## config.mk

```make
export PLATFORM = sky130hd
export DESIGN_NAME = cp_motion
export DESIGN_NICKNAME = d
export VERILOG_FILES = /design/src/rtl/cp_motion.sv
export SDC_FILE = /design/constraint.sdc
export NUM_CORES = 1
export LEC_CHECK = 0
export CAP_MARGIN = 20
export CORE_ASPECT_RATIO = 0.6
export CORE_MARGIN = 5
export CORE_UTILIZATION = 30
export DETAILED_ROUTE_END_ITERATION = 8
export GPL_TIMING_DRIVEN = 1
export HOLD_SLACK_MARGIN = 0.1
export PLACE_DENSITY = 0.62
export SKIP_LAST_GASP = 1
export SYNTH_ARGS = -nofsm -noshare
export SYNTH_HDL_FRONTEND = slang
export SYNTH_SLANG_ARGS = --single-unit
```

## constraint.sdc

```tcl
create_clock -name clk_1 -period 1.7 [get_ports clk_1]
set_input_delay 0.17 -clock clk_1 [delete_from_list [all_inputs] [get_ports clk_1]]
set_output_delay 0.17 -clock clk_1 [all_outputs]
set_load 0.01 [all_outputs]
```

## src/rtl/cp_motion.sv

```systemverilog
// Game-control FSM for the motion datapath: serve delay, ball init, per-frame step,
// collision handshake and scoring. Frame ticks from clk_24 are resynchronised to clk_1.
module cp_motion #(
  parameter int WIN_SCORE    = 11,
  parameter int SERVE_FRAMES = 24
) (
  input  logic       clk_1,
  input  logic       rst_n,
  input  logic       clk_24,
  input  logic       start,
  input  logic       collide,
  input  logic [1:0] edg,
  input  logic       flag,
  output logic       Initial_ball,
  output logic       Activate_cntr,
  output logic       Compute_alter,
  output logic       Compute_collide,
  output logic       Value_select,
  output logic [3:0] score_l,
  output logic [3:0] score_r,
  output logic [7:0] rally,
  output logic       game_over
);

  typedef enum logic [2:0] {
    IDLE    = 3'd0,
    SERVE   = 3'd1,
    INIT    = 3'd2,
    UPDATE  = 3'd3,
    ALTER   = 3'd4,
    COLLIDE = 3'd5,
    CHECK   = 3'd6,
    OVER    = 3'd7
  } state_t;

  localparam logic [7:0] SERVE_LAST = 8'(SERVE_FRAMES - 1);
  localparam logic [3:0] WIN        = 4'(WIN_SCORE);
  localparam logic [1:0] EDG_LEFT   = 2'b01;
  localparam logic [1:0] EDG_RIGHT  = 2'b10;

  state_t     state_r;
  logic       sync1_r;
  logic       sync2_r;
  logic       sync3_r;
  logic       tick_r;
  logic [7:0] serve_cnt_r;
  logic [1:0] coll_cnt_r;
  logic [3:0] score_l_nxt_s;
  logic [3:0] score_r_nxt_s;

  assign score_l_nxt_s = score_l + 4'd1;
  assign score_r_nxt_s = score_r + 4'd1;

  // Frame tick: two-flop synchronizer followed by a registered rising-edge detect.
  always_ff @(posedge clk_1) begin
    if (rst_n) begin
      sync1_r <= 1'b0;
      sync2_r <= 1'b0;
      sync3_r <= 1'b0;
      tick_r  <= 1'b0;
    end else begin
      sync1_r <= clk_24;
      sync2_r <= sync1_r;
      sync3_r <= sync2_r;
      tick_r  <= sync2_r & ~sync3_r;
    end
  end

  // Control FSM; every output is loaded from the state being entered, so all are flops.
  always_ff @(posedge clk_1) begin
    if (rst_n) begin
      state_r         <= IDLE;
      Initial_ball    <= 1'b0;
      Activate_cntr   <= 1'b0;
      Compute_alter   <= 1'b0;
      Compute_collide <= 1'b0;
      Value_select    <= 1'b0;
      score_l         <= 4'd0;
      score_r         <= 4'd0;
      rally           <= 8'd0;
      game_over       <= 1'b0;
      serve_cnt_r     <= 8'd0;
      coll_cnt_r      <= 2'd0;
    end else begin
      Initial_ball    <= 1'b0;
      Activate_cntr   <= 1'b0;
      Compute_alter   <= 1'b0;
      Compute_collide <= 1'b0;
      case (state_r)
        IDLE, OVER: begin
          if (start) begin
            state_r       <= SERVE;
            Activate_cntr <= 1'b1;
            score_l       <= 4'd0;
            score_r       <= 4'd0;
            rally         <= 8'd0;
            game_over     <= 1'b0;
            serve_cnt_r   <= 8'd0;
          end else begin
            state_r <= state_r;
          end
        end
        SERVE: begin
          Activate_cntr <= 1'b1;
          if (tick_r) begin
            if (serve_cnt_r == SERVE_LAST) begin
              state_r       <= INIT;
              serve_cnt_r   <= 8'd0;
              Activate_cntr <= 1'b0;
              Initial_ball  <= 1'b1;
              Value_select  <= 1'b0;
            end else begin
              serve_cnt_r <= serve_cnt_r + 8'd1;
            end
          end else begin
            serve_cnt_r <= serve_cnt_r;
          end
        end
        INIT: begin
          state_r <= UPDATE;
        end
        UPDATE: begin
          if (tick_r) begin
            state_r       <= ALTER;
            Compute_alter <= 1'b1;
          end else begin
            state_r <= UPDATE;
          end
        end
        ALTER: begin
          state_r         <= COLLIDE;
          Compute_collide <= 1'b1;
          Value_select    <= 1'b1;
          coll_cnt_r      <= 2'd0;
        end
        COLLIDE: begin
          // Fourth cycle without the done strobe gives up and scores anyway.
          if (flag || (coll_cnt_r == 2'd3)) begin
            state_r    <= CHECK;
            coll_cnt_r <= 2'd0;
          end else begin
            Compute_collide <= 1'b1;
            coll_cnt_r      <= coll_cnt_r + 2'd1;
          end
        end
        CHECK: begin
          if (edg == EDG_LEFT) begin
            score_r <= score_r_nxt_s;
            if (score_r_nxt_s == WIN) begin
              state_r   <= OVER;
              game_over <= 1'b1;
            end else begin
              state_r       <= SERVE;
              Activate_cntr <= 1'b1;
              rally         <= 8'd0;
            end
          end else if (edg == EDG_RIGHT) begin
            score_l <= score_l_nxt_s;
            if (score_l_nxt_s == WIN) begin
              state_r   <= OVER;
              game_over <= 1'b1;
            end else begin
              state_r       <= SERVE;
              Activate_cntr <= 1'b1;
              rally         <= 8'd0;
            end
          end else begin
            state_r <= UPDATE;
            if (collide && (rally != 8'hFF)) begin
              rally <= rally + 8'd1;
            end else begin
              rally <= rally;
            end
          end
        end
        default: begin
          state_r <= IDLE;
        end
      endcase
    end
  end

endmodule

```

==> impl_metrics.toml, run 1 <==
[logic_synthesis]
synth_ff_type = "sky130_fd_sc_hd__dfxtp_1"
post_synth_num_cell_types = 55
synth_nets = 288
synthCells = 271
synth_area_um2 = 2180
synth_top_cell_area_share_pct = 35.9
synth_edf_count = 0
netlist_top_cells_area = "sky130_fd_sc_hd__dfxtp_1 (36%), sky130_fd_sc_hd__ha_1 (5.2%), sky130_fd_sc_hd__nor2_1 (5.2%), sky130_fd_sc_hd__a21oi_1 (4.8%), sky130_fd_sc_hd__nand2_1 (4.1%)"
yosysWarningCount = 0
ys_seq_area_share_pct = 35.9
synth.ff_latch_count = 39
synth_top_area_cell = "sky130_fd_sc_hd__dfxtp_1"
synth.avg_cell_area_um2 = 8.03
synthArstFlopShare_pct = 0

[run_status]
status = "completed"

[sta]
setup_tns_ns = 0
slew_headroom_pct = 80.0
timing_worst_slew_pin_value_ns = 0.296
grt_setup_unrepaired = "yes"
finalSetupViolations = 0
timing.final.max_slew_violations = 0
maxClockFrequency_ghz = 0.589
worst_clock_skew_on_the_final_layout_ns = 0.00748
min_period_over_period_pct = 99.8
time_the_final_worst_path_needs_with_i_o_delays_and_setup_ns = 1.70
final_hold_vio_count = 0

[routing]
detail_route.drc_violations = 0
drtIter0Drc = 108
totalWireLength_um = 5930
route.detailed.wl_per_inst_um = 13.3
vias = 2252
ant_nets = 0
first_pass_iters = 4
avgViaCountPerCell = 5.06

[cells_and_area]
post-route-util_pct = 47.0
areaGrowthSynthToFinish_pct = 54.3
fillers = 697
num-nets-final = 371
stdcell_count = 445
antenna-diode-count = 0
drive_gt1_share_pct = 31.1

[worst_hold_path]
worstHoldPathCells = 1
timing.hold.worst.class = "register to register"

[worst_setup_path]
timing.critical_path.from_type = "input pin"
cpLargestDelayFamily = "simple AND/OR/NAND/NOR gates"
cp_cell_sequence = "clkdlybuf4s50_1 > inv_2 > ha_4 > nor2b_2 > or3b_2 > o211ai_1 > o22ai_1 > a21oi_1"
timing.critical_path.depth = 8
crit_fanout = 3
worstPathRequired_ns = 1.92
worstPathArrival_ns = 1.91
critPathBufInv = 2
timing.critical_path.slowest_cell_delay_ns = 0.46
endpoint_kind_of_the_worst_setup_timing_path = "register"
r2r.worst_path.cells = 8
crit_slowest_cell = "sky130_fd_sc_hd__clkdlybuf4s50_1"
worstSetupPathType = "input pin to register"

[placed_design]
port_buffer_count = 29
hpwl_after_detailed_placement_um = 4400
gp_routability_congestion = 0.825
placed_instances = 433

[clock_tree]
tritoncts_clock_tree = "yes"
cts_buffer_depth = 2
clock_sink_count = 39
hold_buffers = 0
cts_buffers = 5
clock_insertion_delay_worst_skew_ns = 0.28
cts_root_buffer = "sky130_fd_sc_hd__clkbuf_16"
worst_setup_hold_path_clk_slew_ns = 0.06
cts_max_level = 2

[pwr]
peakVddDrop_v = 0.000366
total_leakage_power_nw = 1.25
p_per_area_nw_per_um2 = 645

[die]
fp.coreArea_um2 = 7150
dieArea_um2 = 9110
die-height_um = 76.0
die_x_um = 120
floorplan.io_pins = 30
initial_utilization_pct = 30.4
rows = 24

[grt]
first_global_vias = 1993
grt.overflow.total = 0
groute.usage.overall_pct = 12.4
grt_max_degree = 22
antenna_violations_before_repair = 0
first_pass_grt_wire_length_um = 9510

[flow_run]
cap_viol_max_count = 0
## metrics by stage
step / worst slack [ns] / area, um^2 / total power, mW / hold WS, ns
finish: 0.00346 / 3360 / 2.17 / 0.389
global route: -0.0587 / 3360 / 2.25 / 0.396
CTS: -0.00282 / 3140 / 2.18 / 0.390
detailed placement: -0.382 / 2960 / 1.12 / 0.377
global placement: -0.295 / 2960 / 1.12 / 0.371
floorplan: 0.00129 / 2200 / 1.03 / 0.249
## synth_stat cells (2+ instances only)
cell	instances
sky130_fd_sc_hd__or3_1	2
sky130_fd_sc_hd__nand3_1	8
sky130_fd_sc_hd__a21bo_2	2
sky130_fd_sc_hd__nand2b_1	6
sky130_fd_sc_hd__o22ai_1	2
sky130_fd_sc_hd__clkbuf_1	7
sky130_fd_sc_hd__a21oi_1	21
sky130_fd_sc_hd__a21o_1	2
sky130_fd_sc_hd__a211oi_1	4
sky130_fd_sc_hd__nor3b_1	2
sky130_fd_sc_hd__a41oi_1	6
sky130_fd_sc_hd__nor2_1	30
sky130_fd_sc_hd__o21ai_1	2
sky130_fd_sc_hd__or3b_2	3
sky130_fd_sc_hd__a22o_1	3
sky130_fd_sc_hd__dfxtp_1	39
sky130_fd_sc_hd__nand4_1	3
sky130_fd_sc_hd__a311oi_1	2
sky130_fd_sc_hd__and2_1	2
sky130_fd_sc_hd__nand2_1	24
sky130_fd_sc_hd__inv_1	14
sky130_fd_sc_hd__and3_1	4
sky130_fd_sc_hd__nor4_1	4
sky130_fd_sc_hd__nand3b_1	5
sky130_fd_sc_hd__a22oi_1	3
sky130_fd_sc_hd__o21ai_0	14
sky130_fd_sc_hd__o211ai_1	4
sky130_fd_sc_hd__nor3_1	5
sky130_fd_sc_hd__a31oi_1	7
sky130_fd_sc_hd__ha_1	9
sky130_fd_sc_hd__nor2b_1	8
## area by class of cell
class | instances | area, um^2 | share of cell area, %
Clock inverter | 2 | 37.5 | 1.12
Inverter | 14 | 52.6 | 1.57
Timing Repair Buffer | 87 | 763 | 22.7
Sequential cell | 39 | 797 | 23.7
Clock buffer | 5 | 125 | 3.73
Multi-Input combinational cell | 207 | 1470 | 43.7
Tap cell | 91 | 114 | 3.39
## routing by layer
metal  global-route usage, %  part of all wire, %  vias to the layer above
met5                       0                    0                        -
met4                    2.29                 0.24                        0
met3                    3.20                  5.3                        3
met2                    16.6                   41                       51
met1                    19.8                   54                     1042
li1                        -                    -                     1156
## report_power, final
part	total, mW	switching (mW)	leakage, nW	internal [mW]
logic	0.197	0.100	0.854	0.0963
registers	0.922	0.00432	0.321	0.918
clock network	1.05	0.364	0.0759	0.684
## placed cells by master (no fill, tap or decap), types with 4 or more instances in the layout
master / instances
sky130_fd_sc_hd__a41oi_1: 6
sky130_fd_sc_hd__a21oi_1: 17
sky130_fd_sc_hd__ha_1: 4
sky130_fd_sc_hd__ha_4: 4
sky130_fd_sc_hd__nor4_1: 4
sky130_fd_sc_hd__o21ai_0: 13
sky130_fd_sc_hd__clkbuf_16: 5
sky130_fd_sc_hd__nor3_1: 4
sky130_fd_sc_hd__nand3b_1: 5
sky130_fd_sc_hd__buf_6: 6
sky130_fd_sc_hd__nor2b_1: 7
sky130_fd_sc_hd__a31oi_1: 7
sky130_fd_sc_hd__nor2_1: 29
sky130_fd_sc_hd__a21oi_2: 4
sky130_fd_sc_hd__inv_1: 13
sky130_fd_sc_hd__dfxtp_1: 30
sky130_fd_sc_hd__a211oi_1: 4
sky130_fd_sc_hd__buf_4: 51
sky130_fd_sc_hd__nand2b_1: 6
sky130_fd_sc_hd__nand3_1: 8
sky130_fd_sc_hd__nand2_1: 24
sky130_fd_sc_hd__clkdlybuf4s50_1: 28
sky130_fd_sc_hd__dfxtp_2: 7
sky130_fd_sc_hd__o211ai_1: 4
## worst paths after layout
check / slack, ns / end / start
setup / recovery: 0.003 / Activate_cntr / edg[0]
hold / removal: 0.39 / tick_r / sync3_r
setup reg to reg: 0.03 / rally[2] / score_r[1]
hold reg to reg: 0.39 / tick_r / sync3_r
## worst reg2reg max path: stages (launching register included)
cell and delay [ns]:
sky130_fd_sc_hd__dfxtp_4 0.38, sky130_fd_sc_hd__ha_4 0.17, sky130_fd_sc_hd__nand2_1 0.07, sky130_fd_sc_hd__a21oi_2 0.15, sky130_fd_sc_hd__o211ai_1 0.10, sky130_fd_sc_hd__buf_4 0.16
sky130_fd_sc_hd__a41o_1 0.26, sky130_fd_sc_hd__buf_6 0.14, sky130_fd_sc_hd__a31oi_1 0.17
## flip-flops by register name, summed over array words and instances (netlist names), 2 cells and up
register,count
rally,8
score_l,4
state_r,3
serve_cnt_r,8
score_r,4
coll_cnt_r,2
## cell families (layout without fill, tap and decap cells)
family                   Yosys count  after routing  share of synthesized area, %
buffers and inverters             25            108                          4.89
flip-flops                        39             39                          35.9
AND/OR/NAND/NOR                  117            117                          29.0
AO/OA/AOI/OAI                     80             80                          24.6
multiplexers                       1              1                         0.460
adder cells (fa/ha/maj)            9              9                          5.18
## timing repair
action	4_1_cts	5_1_grt
setup endpoints to repair	12	25
buffers inserted	1	4
cloned	0	0
pin swaps	0	11
resized for setup	3	42
(Power assumes the default switching activity.)
==> inputs of run 2 (changes only) <==
--- a/config.mk
+++ b/config.mk
@@ -5,6 +5,7 @@
 export SDC_FILE = /design/constraint.sdc
 export NUM_CORES = 1
 export LEC_CHECK = 0
+export ABC_CLOCK_PERIOD_IN_PS = 1700
 export CAP_MARGIN = 20
 export CORE_ASPECT_RATIO = 0.6
 export CORE_MARGIN = 5
@@ -12,7 +13,7 @@
 export DETAILED_ROUTE_END_ITERATION = 8
 export GPL_TIMING_DRIVEN = 1
 export HOLD_SLACK_MARGIN = 0.1
-export PLACE_DENSITY = 0.62
+export SKIP_CTS_REPAIR_TIMING = 1
 export SKIP_LAST_GASP = 1
 export SYNTH_ARGS = -nofsm -noshare
 export SYNTH_HDL_FRONTEND = slang
==> impl_metrics.toml, run 2 (synthesized netlist as in run 1, its figures left out) <==
[run_status]
status = "completed"

[sta]
post-route-worst-setup-slack_ns = 0.0332
grt_setup_unrepaired = "yes"
timing.final.max_slew_violations = 0
final_hold_vio_count = 0
setup_tns_ns = 0
time_the_final_worst_path_needs_with_i_o_delays_and_setup_ns = 1.67
maxClockFrequency_ghz = 0.600
slew_headroom_pct = 77.8
timing_worst_slew_pin_value_ns = 0.331
worst_clock_skew_on_the_final_layout_ns = 0.00240
finalSetupViolations = 0
whs_ns = 0.381
min_period_over_period_pct = 98.0

[cells_and_area]
fin_area_um2 = 3310
areaGrowthSynthToFinish_pct = 52.0
num-nets-final = 373
post-route-util_pct = 46.3
antenna-diode-count = 0
stdcell_count = 448
final_common_cell = "sky130_fd_sc_hd__buf_4"
top_regs = "rally: 8 flops, serve_cnt_r: 8 flops"
fillers = 708
commonest_cells_after_routing_fill_and_taps_aside = "sky130_fd_sc_hd__buf_4 (56), sky130_fd_sc_hd__dfxtp_1 (31), sky130_fd_sc_hd__nor2_1 (30)"
drive_gt1_share_pct = 30.0

[clock_tree]
cts_max_level = 2
cts_root_buffer = "sky130_fd_sc_hd__clkbuf_16"
clock_sink_count = 39
cts_buffers = 5
cts_buffer_depth = 2
clock_insertion_delay_worst_skew_ns = 0.28
worst_setup_hold_path_clk_slew_ns = 0.06
tritoncts_clock_tree = "yes"

[die]
dieArea_um2 = 9110
fp.coreArea_um2 = 7150
die-height_um = 76.0
rows = 24
initial_utilization_pct = 30.4
die_x_um = 120
floorplan.io_pins = 30

[routing]
route.detailed.wl_per_inst_um = 13.8
detail_route.drc_violations = 0
drtIter0Drc = 148
ant_nets = 0
avgViaCountPerCell = 4.99
vias = 2236
totalWireLength_um = 6160
first_pass_iters = 4

[grt]
antenna_violations_before_repair = 0
groute.usage.overall_pct = 13.5
grt.overflow.total = 0
grt_max_degree = 22
first_global_vias = 2133
first_pass_grt_wire_length_um = 10300

[worst_setup_path]
crit-reg2reg-launch = "state_r[1]"
worstSetupPathType = "input pin to register"
worst_setup_path_endpoint = "serve_cnt_r[2]"
launching_instance_or_port_of_the_critical_path = "start"
worstReg2RegEnd = "score_l[1]"
timing.critical_path.from_type = "input pin"
crit_fanout = 3
worstPathArrival_ns = 1.88
endpoint_kind_of_the_worst_setup_timing_path = "register"
r2r.worst_path.cells = 7
r2r_setup_slack_ns = 0.06
worstPathRequired_ns = 1.91

[placed_design]
placed_instances = 436
detailedPlace.worstSlack_ns = -0.381
port_buffer_count = 29
hpwl_after_detailed_placement_um = 4580
gp_routability_congestion = 0.801
instance_area_at_placement_um2 = 2970

[pwr]
peakVddDrop_v = 0.000404
p_per_area_nw_per_um2 = 613
total_power_mw = 2.03
total_leakage_power_nw = 1.26

[worst_hold_path]
timing.hold.worst.class = "register to register"

[flow_run]
cap_viol_max_count = 0
==> run 2: worst min path at each step <==
| stage | from | to | slack, ns | cells after the start |
|---|---|---|---|---|
| after floorplan | rst_n | sync3_r | 0.25 | 1 |
| after global placement | sync3_r | tick_r | 0.37 | 1 |
| after detailed placement | sync3_r | tick_r | 0.38 | 1 |
| after CTS | sync3_r | tick_r | 0.38 | 1 |
| after global routing | sync3_r | tick_r | 0.41 | 1 |
| final | sync3_r | tick_r | 0.38 | 1 |
==> run 2: area by class of cell <==
type                       instances  area (um^2)  share of cell area [%]
clock buffer                       7          133                    4.01
multi-input combinational        207         1450                    43.7
clock inverter                     1         5.00                   0.151
inverter                          14         52.6                    1.59
timing repair buffer              89          761                    23.0
tap                               91          114                    3.44
sequential                        39          796                    24.1
==> run 2: critical path: stages <==
cell and delay [ns]:
sky130_fd_sc_hd__clkdlybuf4s50_1 0.50, sky130_fd_sc_hd__or3b_4 0.42, sky130_fd_sc_hd__nor2_4 0.09, sky130_fd_sc_hd__a21oi_2 0.04, sky130_fd_sc_hd__or4_1 0.51, sky130_fd_sc_hd__a21oi_1 0.15
==> run 2: report_power, final <==
group	switching [mW]	internal (mW)	total (mW)
Clock	0.368	0.543	0.910
Sequential	0.00344	0.918	0.921
Combinational	0.101	0.0928	0.194
==> run 2: per-layer routing <==
layer | track usage [%] | up-vias | wire length [um]
met5 | 0 | - | 0
met4 | 3.31 | 0 | 57
met3 | 3.42 | 5 | 295
met2 | 18.3 | 53 | 2430
met1 | 20.9 | 1015 | 3390
li1 | - | 1163 | -
